<file path="config.mk">
export PLATFORM = sky130hd
export DESIGN_NAME = axis_frame_gen_flat
export DESIGN_NICKNAME = d
export VERILOG_FILES = /design/src/rtl/axis_gen_pkg.sv /design/src/rtl/axis_frame_gen_if.sv /design/src/rtl/axis_pattern_beat.sv /design/src/rtl/axis_frame_gen.sv /design/src/flat_wrapper.sv
export SDC_FILE = /design/constraint.sdc
export NUM_CORES = 1
export LEC_CHECK = 0
export ABC_AREA = 1
export CAP_MARGIN = 20
export CORE_MARGIN = 1.5
export CORE_UTILIZATION = 49
export DETAILED_ROUTE_END_ITERATION = 12
export PLACE_DENSITY_LB_ADDON = 0.3
export SLEW_MARGIN = 20
export SYNTH_ARGS = -nofsm -noshare
export SYNTH_HDL_FRONTEND = slang
export SYNTH_SLANG_ARGS = --single-unit
export TNS_END_PERCENT = 20
</file>
<file path="constraint.sdc">
create_clock -name clk -period 3.5 [get_ports clk]
set_input_delay 0.7 -clock clk [delete_from_list [all_inputs] [get_ports clk]]
set_output_delay 0.7 -clock clk [all_outputs]
set_load 0.1 [all_outputs]
</file>
<file path="src/rtl/axis_gen_pkg.sv">
// rtl/axis_gen_pkg.sv - shared types and helpers for the AXIS frame generator
package axis_gen_pkg;

  localparam int unsigned MAX_KEEP = 128;

  typedef enum logic [1:0] {
    ST_IDLE = 2'd0,
    ST_SEND = 2'd1,
    ST_GAP  = 2'd2,
    ST_DONE = 2'd3
  } gen_state_e;

  typedef enum logic {
    PAT_INC  = 1'b0,
    PAT_FILL = 1'b1
  } pat_mode_e;

  // Last-beat byte enables: low 'rem' lanes set, or all lanes when rem is 0.
  function automatic logic [MAX_KEEP-1:0] keep_mask(input int unsigned rem,
                                                     input int unsigned keep_width);
    logic [MAX_KEEP-1:0] m;
    for (int unsigned i = 0; i < MAX_KEEP; i++) begin
      m[i] = (rem == 0) ? (i < keep_width) : (i < rem);
    end
    return m;
  endfunction

endpackage

</file>
<file path="src/rtl/axis_frame_gen_if.sv">
// rtl/axis_frame_gen_if.sv - AXI4-Stream bundle with master/slave views
interface axis_frame_gen_if #(
  parameter int DATA_WIDTH = 64,
  parameter int KEEP_WIDTH = DATA_WIDTH / 8,
  parameter int ID_WIDTH   = 8,
  parameter int DEST_WIDTH = 8,
  parameter int USER_WIDTH = 1
) ();

  logic [DATA_WIDTH-1:0] tdata;
  logic [KEEP_WIDTH-1:0] tkeep;
  logic                  tvalid;
  logic                  tready;
  logic                  tlast;
  logic [ID_WIDTH-1:0]   tid;
  logic [DEST_WIDTH-1:0] tdest;
  logic [USER_WIDTH-1:0] tuser;

  modport master (output tdata, tkeep, tvalid, tlast, tid, tdest, tuser, input tready);
  modport slave  (input tdata, tkeep, tvalid, tlast, tid, tdest, tuser, output tready);

endinterface

</file>
<file path="src/rtl/axis_pattern_beat.sv">
// rtl/axis_pattern_beat.sv - combinational payload generator for one beat
module axis_pattern_beat
  import axis_gen_pkg::*;
#(
  parameter int DATA_WIDTH = 64,
  parameter int KEEP_WIDTH = DATA_WIDTH / 8
) (
  input  pat_mode_e             mode,
  input  logic [7:0]            fill,
  input  logic [7:0]            seq,
  input  logic [7:0]            off_lo,
  input  logic [KEEP_WIDTH-1:0] keep,
  output logic [DATA_WIDTH-1:0] data
);

  // Each enabled lane carries either the fill byte or (offset + lane + seq) mod 256.
  always_comb begin
    data = '0;
    for (int i = 0; i < KEEP_WIDTH; i++) begin
      if (keep[i]) begin
        data[i*8 +: 8] = (mode == PAT_FILL) ? fill : (off_lo + seq + 8'(i));
      end
    end
  end

endmodule

</file>
<file path="src/rtl/axis_frame_gen.sv">
// rtl/axis_frame_gen.sv - AXI4-Stream burst frame source with registered outputs
module axis_frame_gen
  import axis_gen_pkg::*;
#(
  parameter int DATA_WIDTH = 64,
  parameter int KEEP_WIDTH = DATA_WIDTH / 8,
  parameter int LEN_WIDTH  = 16,
  parameter int CNT_WIDTH  = 16,
  parameter int ID_WIDTH   = 8,
  parameter int DEST_WIDTH = 8,
  parameter int USER_WIDTH = 1,
  parameter int GAP_CYCLES = 0
) (
  input  logic                  clk,
  input  logic                  rst,
  input  logic                  cfg_start,
  input  logic [LEN_WIDTH-1:0]  cfg_len,
  input  logic [CNT_WIDTH-1:0]  cfg_count,
  input  logic                  cfg_mode,
  input  logic [7:0]            cfg_fill,
  input  logic [ID_WIDTH-1:0]   cfg_id,
  input  logic [DEST_WIDTH-1:0] cfg_dest,
  input  logic                  cfg_abort,
  output logic                  stat_busy,
  output logic                  stat_done,
  output logic [CNT_WIDTH-1:0]  stat_frames_sent,
  axis_frame_gen_if.master      m_axis
);

  gen_state_e            state;
  logic [LEN_WIDTH-1:0]  len_q, cur_off, ld_len, ld_off, ld_rem;
  logic [CNT_WIDTH-1:0]  count_q;
  pat_mode_e             mode_q, ld_mode;
  logic [7:0]            fill_q, ld_fill, ld_seq;
  logic                  abort_q, ld_last, hs, more_frames, stop_req;
  logic [KEEP_WIDTH-1:0] ld_keep;
  logic [DATA_WIDTH-1:0] ld_data;
  logic [15:0]           gap_cnt;

  assign hs          = m_axis.tvalid && m_axis.tready;
  assign more_frames = (stat_frames_sent + CNT_WIDTH'(1)) < count_q;
  assign stop_req    = abort_q || cfg_abort;

  // Describe the beat that would be loaded this cycle: first beat of a burst,
  // next beat of the current frame, or first beat of the following frame.
  always_comb begin
    ld_len  = len_q;
    ld_mode = mode_q;
    ld_fill = fill_q;
    ld_off  = '0;
    ld_seq  = stat_frames_sent[7:0];
    if (state == ST_IDLE) begin
      ld_len  = cfg_len;
      ld_mode = pat_mode_e'(cfg_mode);
      ld_fill = cfg_fill;
      ld_seq  = 8'd0;
    end else if (state == ST_SEND) begin
      if (m_axis.tlast) ld_seq = stat_frames_sent[7:0] + 8'd1;
      else              ld_off = cur_off + LEN_WIDTH'(KEEP_WIDTH);
    end
    ld_rem  = ld_len - ld_off;
    ld_last = ld_rem <= LEN_WIDTH'(KEEP_WIDTH);
    ld_keep = ld_last ? KEEP_WIDTH'(keep_mask(32'(ld_rem) % 32'(KEEP_WIDTH), 32'(KEEP_WIDTH)))
                      : '1;
  end

  axis_pattern_beat #(
    .DATA_WIDTH (DATA_WIDTH),
    .KEEP_WIDTH (KEEP_WIDTH)
  ) u_beat (
    .mode   (ld_mode),
    .fill   (ld_fill),
    .seq    (ld_seq),
    .off_lo (ld_off[7:0]),
    .keep   (ld_keep),
    .data   (ld_data)
  );

  // Burst sequencer; every AXIS and status output is a register written here.
  always_ff @(posedge clk) begin
    if (rst) begin
      state            <= ST_IDLE;
      len_q            <= '0;
      count_q          <= '0;
      mode_q           <= PAT_INC;
      fill_q           <= '0;
      abort_q          <= 1'b0;
      cur_off          <= '0;
      gap_cnt          <= '0;
      stat_busy        <= 1'b0;
      stat_done        <= 1'b0;
      stat_frames_sent <= '0;
      m_axis.tvalid    <= 1'b0;
      m_axis.tlast     <= 1'b0;
      m_axis.tdata     <= '0;
      m_axis.tkeep     <= '0;
      m_axis.tuser     <= '0;
      m_axis.tid       <= '0;
      m_axis.tdest     <= '0;
    end else begin
      stat_done <= 1'b0;
      case (state)
        ST_IDLE: begin
          if (cfg_start) begin
            len_q            <= cfg_len;
            count_q          <= cfg_count;
            mode_q           <= pat_mode_e'(cfg_mode);
            fill_q           <= cfg_fill;
            m_axis.tid       <= cfg_id;
            m_axis.tdest     <= cfg_dest;
            abort_q          <= 1'b0;
            stat_frames_sent <= '0;
            stat_busy        <= 1'b1;
            if (cfg_len == '0 || cfg_count == '0) begin
              state <= ST_DONE;
            end else begin
              m_axis.tvalid <= 1'b1;
              m_axis.tdata  <= ld_data;
              m_axis.tkeep  <= ld_keep;
              m_axis.tlast  <= ld_last;
              m_axis.tuser  <= USER_WIDTH'(1);
              cur_off       <= ld_off;
              state         <= ST_SEND;
            end
          end
        end
        ST_SEND: begin
          if (cfg_abort) abort_q <= 1'b1;
          if (hs) begin
            if (!m_axis.tlast) begin
              m_axis.tdata <= ld_data;
              m_axis.tkeep <= ld_keep;
              m_axis.tlast <= ld_last;
              m_axis.tuser <= '0;
              cur_off      <= ld_off;
            end else begin
              stat_frames_sent <= stat_frames_sent + CNT_WIDTH'(1);
              if (more_frames && !stop_req) begin
                if (GAP_CYCLES > 0) begin
                  m_axis.tvalid <= 1'b0;
                  gap_cnt       <= '0;
                  state         <= ST_GAP;
                end else begin
                  m_axis.tdata <= ld_data;
                  m_axis.tkeep <= ld_keep;
                  m_axis.tlast <= ld_last;
                  m_axis.tuser <= USER_WIDTH'(1);
                  cur_off      <= ld_off;
                end
              end else begin
                m_axis.tvalid <= 1'b0;
                state         <= ST_DONE;
              end
            end
          end
        end
        ST_GAP: begin
          if (stop_req) begin
            abort_q <= 1'b1;
            state   <= ST_DONE;
          end else if (gap_cnt == 16'(GAP_CYCLES - 1)) begin
            m_axis.tvalid <= 1'b1;
            m_axis.tdata  <= ld_data;
            m_axis.tkeep  <= ld_keep;
            m_axis.tlast  <= ld_last;
            m_axis.tuser  <= USER_WIDTH'(1);
            cur_off       <= ld_off;
            state         <= ST_SEND;
          end else begin
            gap_cnt <= gap_cnt + 16'd1;
          end
        end
        ST_DONE: begin
          stat_done <= 1'b1;
          stat_busy <= 1'b0;
          state     <= ST_IDLE;
        end
        default: state <= ST_IDLE;
      endcase
    end
  end

endmodule

</file>
<file path="src/flat_wrapper.sv">
// flat-port wrapper written by rule: the top's interface ports become plain ports
module axis_frame_gen_flat import axis_gen_pkg::*;
#(
  parameter int DATA_WIDTH = 64,
  parameter int KEEP_WIDTH = DATA_WIDTH / 8,
  parameter int LEN_WIDTH  = 16,
  parameter int CNT_WIDTH  = 16,
  parameter int ID_WIDTH   = 8,
  parameter int DEST_WIDTH = 8,
  parameter int USER_WIDTH = 1,
  parameter int GAP_CYCLES = 0
)
  (clk, rst, cfg_start, cfg_len, cfg_count, cfg_mode, cfg_fill, cfg_id, cfg_dest, cfg_abort, stat_busy, stat_done, stat_frames_sent, m_axis_tdata, m_axis_tkeep, m_axis_tvalid, m_axis_tlast, m_axis_tid, m_axis_tdest, m_axis_tuser, m_axis_tready);
  axis_frame_gen_if #(.DATA_WIDTH(DATA_WIDTH), .KEEP_WIDTH(KEEP_WIDTH), .ID_WIDTH(ID_WIDTH), .DEST_WIDTH(DEST_WIDTH), .USER_WIDTH(USER_WIDTH)) m_axis_i ();
  input  logic clk;
  input  logic rst;
  input  logic cfg_start;
  input  logic [LEN_WIDTH-1:0] cfg_len;
  input  logic [CNT_WIDTH-1:0] cfg_count;
  input  logic cfg_mode;
  input  logic [7:0] cfg_fill;
  input  logic [ID_WIDTH-1:0] cfg_id;
  input  logic [DEST_WIDTH-1:0] cfg_dest;
  input  logic cfg_abort;
  output logic stat_busy;
  output logic stat_done;
  output logic [CNT_WIDTH-1:0] stat_frames_sent;
  output wire logic [$bits(m_axis_i.tdata)-1:0] m_axis_tdata;
  output wire logic [$bits(m_axis_i.tkeep)-1:0] m_axis_tkeep;
  output wire logic [$bits(m_axis_i.tvalid)-1:0] m_axis_tvalid;
  output wire logic [$bits(m_axis_i.tlast)-1:0] m_axis_tlast;
  output wire logic [$bits(m_axis_i.tid)-1:0] m_axis_tid;
  output wire logic [$bits(m_axis_i.tdest)-1:0] m_axis_tdest;
  output wire logic [$bits(m_axis_i.tuser)-1:0] m_axis_tuser;
  input wire logic [$bits(m_axis_i.tready)-1:0] m_axis_tready;
  assign m_axis_tdata = m_axis_i.tdata;
  assign m_axis_tkeep = m_axis_i.tkeep;
  assign m_axis_tvalid = m_axis_i.tvalid;
  assign m_axis_tlast = m_axis_i.tlast;
  assign m_axis_tid = m_axis_i.tid;
  assign m_axis_tdest = m_axis_i.tdest;
  assign m_axis_tuser = m_axis_i.tuser;
  assign m_axis_i.tready = m_axis_tready;
  axis_frame_gen #(.DATA_WIDTH(DATA_WIDTH), .KEEP_WIDTH(KEEP_WIDTH), .LEN_WIDTH(LEN_WIDTH), .CNT_WIDTH(CNT_WIDTH), .ID_WIDTH(ID_WIDTH), .DEST_WIDTH(DEST_WIDTH), .USER_WIDTH(USER_WIDTH), .GAP_CYCLES(GAP_CYCLES)) u_core (.clk(clk), .rst(rst), .cfg_start(cfg_start), .cfg_len(cfg_len), .cfg_count(cfg_count), .cfg_mode(cfg_mode), .cfg_fill(cfg_fill), .cfg_id(cfg_id), .cfg_dest(cfg_dest), .cfg_abort(cfg_abort), .stat_busy(stat_busy), .stat_done(stat_done), .stat_frames_sent(stat_frames_sent), .m_axis(m_axis_i));
endmodule
</file>
==> impl_results.md <==
* Syn nets at between 1500 and 2000
* Worst Skew at roughly 0.013 ns
* Highest clock frequency the design can meet at 0.283 GHz
* Capture instance of the worst register-to-register path: u_core.m_axis.tkeep[2]$_SDFFE_PP0P_
* Power density over cell area at about 1000 mW/mm^2
* Post-synth top flop: dfxtp_1
* Clk pin slew, worst setup/hold paths at around 0.070 ns
* Post-synthesis sequential area ratio at 0.345
* Largest fanout of any net on the critical path at 10
* Number of detailed-routing iterations run before antenna repair at 6
* CTS tree: yes
* Depth of the worst hold-timing path at 2
* Portion of netlist area occupied by mux cells at 0.00373
* Core ar. at about 0.021 mm^2
* Diodes inserted at 0
* Number of remaining DRC errors at 0
* Hold Path Sink: u_core.cur_off[0]$_SDFFE_PP0P_
* Fraction of the mapped netlist area in adder cells at 0.0667
* Non-filler cells in the finished layout at between 2000 and 2500
* Register Area at ~0.0037 mm^2
* Total clock sinks at 185
* YS warnings at 0
* Average wire per cell in the routed design at approximately 17 um
* Hold slack at 0.464 ns
* Leak pwr at approximately 6.6 nW
* Normalized max-slew margin at 0.323
* Row count at 53
* Largest net degree at the start of global routing at 75
* Initial antenna violation count at 0
* Post-route fraction of the period consumed by the critical path at 1.01
* Multi-input gate area at about 0.0067 mm^2
* Violated checks: setup timing
* Proportion of synthesized flip-flops having asynchronous set or reset at 0
* GRT overflow at 0
* Source-to-sink clock delay at the later pin of the worst-skew pair at 0.45 ns
* Average cell area after synthesis at 6.79 um^2
* Seq cells post-synth at 185
* Minimum clock period at about 3.5 ns
* Clock Path Buffers at 2
* Final estimated routing congestion in global placement at approximately 0.98
* Main combinational cell family by area after synthesis: simple AND/OR/NAND/NOR gates
* Crit end category: flop
* Pin slew with the least headroom to its limit at a little over 1 ns
* Final-report setup violation count at 7
* Area growth from synthesis to final layout at 42.0%
* Launching element type of the critical path: flop
* Compound-cell area share of the yosys netlist at 0.180
* Peak supply drop at 0.000559 V
* Number of global-route vias before repair at 10600
* Starting Density at 0.506
* Setup slack after layout at -0.0311 ns
* Global-route wire length before repair at 53.0 mm
* Start point of the worst min-delay path: u_core.cur_off[0]$_SDFFE_PP0P_
* CP Data Arrival Time at 3.83 ns
* Unrepaired setup endpoints after global routing: yes
* Via density per instance at ~5.6
* Crit path kind: reg2reg
* Critical Path RT at between 3 and 4 ns
* Final #Nets at 1977
* Number of buffers inserted by port buffering at 170
* DRC marker count from the first detailed-route iteration at approximately 1200
* Final-report max-slew violation count at 0
* Number of synthesized flops with an enable pin at 0
* Total number of vias at 12100
* Status: finished, violations left
* Width of the die at 151 um
* Vertical extent of the die at approximately 150 um
* Share of synthesized cell area in and, or, nand and nor gates at 0.290
* DRT antenna net count at 0
* Worst min-delay path class: reg2reg
* Total wirelength of the detailed-routed design at ~36 mm
* Total I/O pin count at between 150 and 200
* Cell count after placement at between 2000 and 2500
* Number of buffers created by CTS at 17
* FILL cells at around 1600
* Endpoints failing hold at 0
* GRT Overall Usage at 0.295
* Max capacitance violation total at 0
* Syn Inst Count at between 1500 and 2000
* Half-perimeter wire length after placement at roughly 24 mm
* Die footprint at about 0.023 mm^2
* Clk Tree Root Cell: clkbuf_16
* Layout cells sized above 1 at 0.201
* Worst reg2reg path startpoint: u_core.state[1]$_SDFFE_PP0P_
* Number of cell instances on the worst register-to-register path at 25
* CTS HTree Levels at 4
* Post-synthesis share of cell area spent on xor and xnor gates at 0.0213
* Unique cell type count in the Yosys netlist at 47
* Setup TNS at -0.0927 ns
* Setup slack of the most critical reg-to-reg path at -0.03 ns
* Post-synth design cell area at around 0.011 mm^2
[timing repair]
item / 4_1_cts / 5_1_grt
hold buffers: 0 / 0
setup buffers: 2 / 25
setup endpoints to repair: 62 / 92
cloned: 5 / 5
resized for setup: 13 / 162
pin swaps: 7 / 62
[layout by cell type (no fill, tap or decap), types with 25 or more instances in the layout]
| master | synthesis | final |
|---|---|---|
| a21oi_1 | 188 | 181 |
| buf_4 | 3 | 142 |
| clkdlybuf4s50_1 | 0 | 158 |
| dfxtp_1 | 185 | 171 |
| ha_1 | 54 | 38 |
| inv_1 | 187 | 176 |
| nand2_1 | 318 | 292 |
| nand2_2 | 4 | 25 |
| nand3_1 | 109 | 87 |
| nor2_1 | 159 | 132 |
| o21ai_0 | 152 | 135 |
[sequential cells by signal (all words and copies together), names as in the netlist, 2 cells and up]
name,cells
u_core.count_q,16
u_core.cur_off,16
u_core.fill_q,8
u_core.gap_cnt,16
u_core.len_q,16
u_core.m_axis.tdata,64
u_core.m_axis.tdest,8
u_core.m_axis.tid,8
u_core.m_axis.tkeep,8
u_core.stat_frames_sent,16
u_core.state,2
[final cells by class]
class | instances | area share
tap | 275 | 0.0226
inverter | 193 | 0.0487
sequential | 185 | 0.246
clock buffer | 18 | 0.0288
clock inverter | 14 | 0.0103
timing repair buffer | 323 | 0.201
multi-input combinational | 1139 | 0.443
[worst max path at each step]
stage | start | endpoint | slack, ns | cells past startpoint
3_5_place_dp | cfg_len[0] | u_core.m_axis.tdata[23]$_SDFFE_PP0P_ | -0.46 | 20
5_1_grt | u_core.state[1]$_SDFFE_PP0P_ | u_core.m_axis.tkeep[2]$_SDFFE_PP0P_ | -0.19 | 25
2_1_floorplan | u_core.state[1]$_SDFFE_PP0P_ | u_core.m_axis.tdata[17]$_SDFFE_PP0P_ | -0.01 | 23
4_1_cts | u_core.state[0]$_SDFFE_PP0P_ | u_core.m_axis.tdata[23]$_SDFFE_PP0P_ | -0.007 | 22
6_report | u_core.state[1]$_SDFFE_PP0P_ | u_core.m_axis.tkeep[2]$_SDFFE_PP0P_ | -0.03 | 25
3_3_place_gp | cfg_len[0] | u_core.m_axis.tdata[18]$_SDFFE_PP0P_ | -0.38 | 20
[kinds of logic (layout without fill, tap and decap cells)]
group | after synthesis | after routing
DFF | 185 | 185
muxes | 4 | 4
xor gates and xnor gates | 24 | 24
buffers and inverters | 262 | 548
adders and majority gates | 56 | 56
AOI/OAI and AO/OA | 371 | 371
and+or+nand+nor | 678 | 684
[stage by stage]
| step | cell area, um^2 | setup slack (ns) | total power [mW] | utilization |
|---|---|---|---|---|
| 3_3_place_gp | 13500 | -0.383 | 12.1 | 0.636 |
| 3_5_place_dp | 13500 | -0.457 | 12.2 | 0.636 |
| 6_report | 15200 | -0.0311 | 15.9 | 0.718 |
| 5_1_grt | 15200 | -0.192 | 16.6 | 0.718 |
| 2_1_floorplan | 10800 | -0.0148 | 9.55 | - |
| 4_1_cts | 14200 | -0.00717 | 14.4 | 0.671 |
[critical path, stage by stage (launching register included)]
cell and delay (ns):
dfxtp_2 0.33, inv_2 0.11, ha_4 0.19, nand2_4 0.08
nor2_8 0.18, inv_4 0.07, nor2_4 0.13, inv_2 0.06
ha_4 0.29, nand2_1 0.08, nor2_1 0.16, nand2_1 0.12
nand3_2 0.09, nand2_2 0.08, nand3b_4 0.11, nand3_2 0.07
nand2_1 0.10, buf_4 0.11, nand3_1 0.07, nand2_2 0.11
xor2_4 0.18, buf_12 0.17, buf_4 0.14, nand4_4 0.15
nand2_1 0.12, a21oi_1 0.07
[synthesized netlist by cell type (all sizes together), types with 2 or more instances]
library cell | n | area share
mux2i | 4 | 0.0037
nor2 | 163 | 0.061
inv | 188 | 0.066
a21o | 2 | 0.0014
and3 | 2 | 0.0012
o21bai | 2 | 0.0014
o21ai | 156 | 0.073
fa | 2 | 0.0037
dfxtp | 185 | 0.35
xor2 | 15 | 0.014
nand3 | 114 | 0.058
a21oi | 188 | 0.088
nor4 | 8 | 0.0047
nand3b | 10 | 0.0093
buf | 11 | 0.0056
clkinv | 5 | 0.0017
clkbuf | 58 | 0.020
or2 | 8 | 0.0047
nand4 | 26 | 0.025
o21a | 5 | 0.0035
xnor2 | 9 | 0.0073
a31oi | 2 | 0.0012
a211oi | 11 | 0.0077
nand2 | 323 | 0.11
nor3 | 22 | 0.011
o211ai | 3 | 0.0021
ha | 54 | 0.063
[report_power, final]
| part | total [mW] | switching (mW) | internal [mW] |
|---|---|---|---|
| Sequential | 3.08 | 0.360 | 2.72 |
| Clock | 2.00 | 0.969 | 1.03 |
| Combinational | 10.8 | 7.28 | 3.50 |
[routing by layer]
layer / vias to the layer above / share of wire / GRT usage / wire length, um
met5: - / 0 / 0 / 0
met3: 114 / 0.094 / 0.0608 / 3430
met2: 628 / 0.47 / 0.467 / 17100
met4: 0 / 0.032 / 0.0956 / 1180
met1: 5541 / 0.41 / 0.399 / 14800
li1: 5791 / - / - / -
No activity file was read; power rests on OpenSTA's default activity.
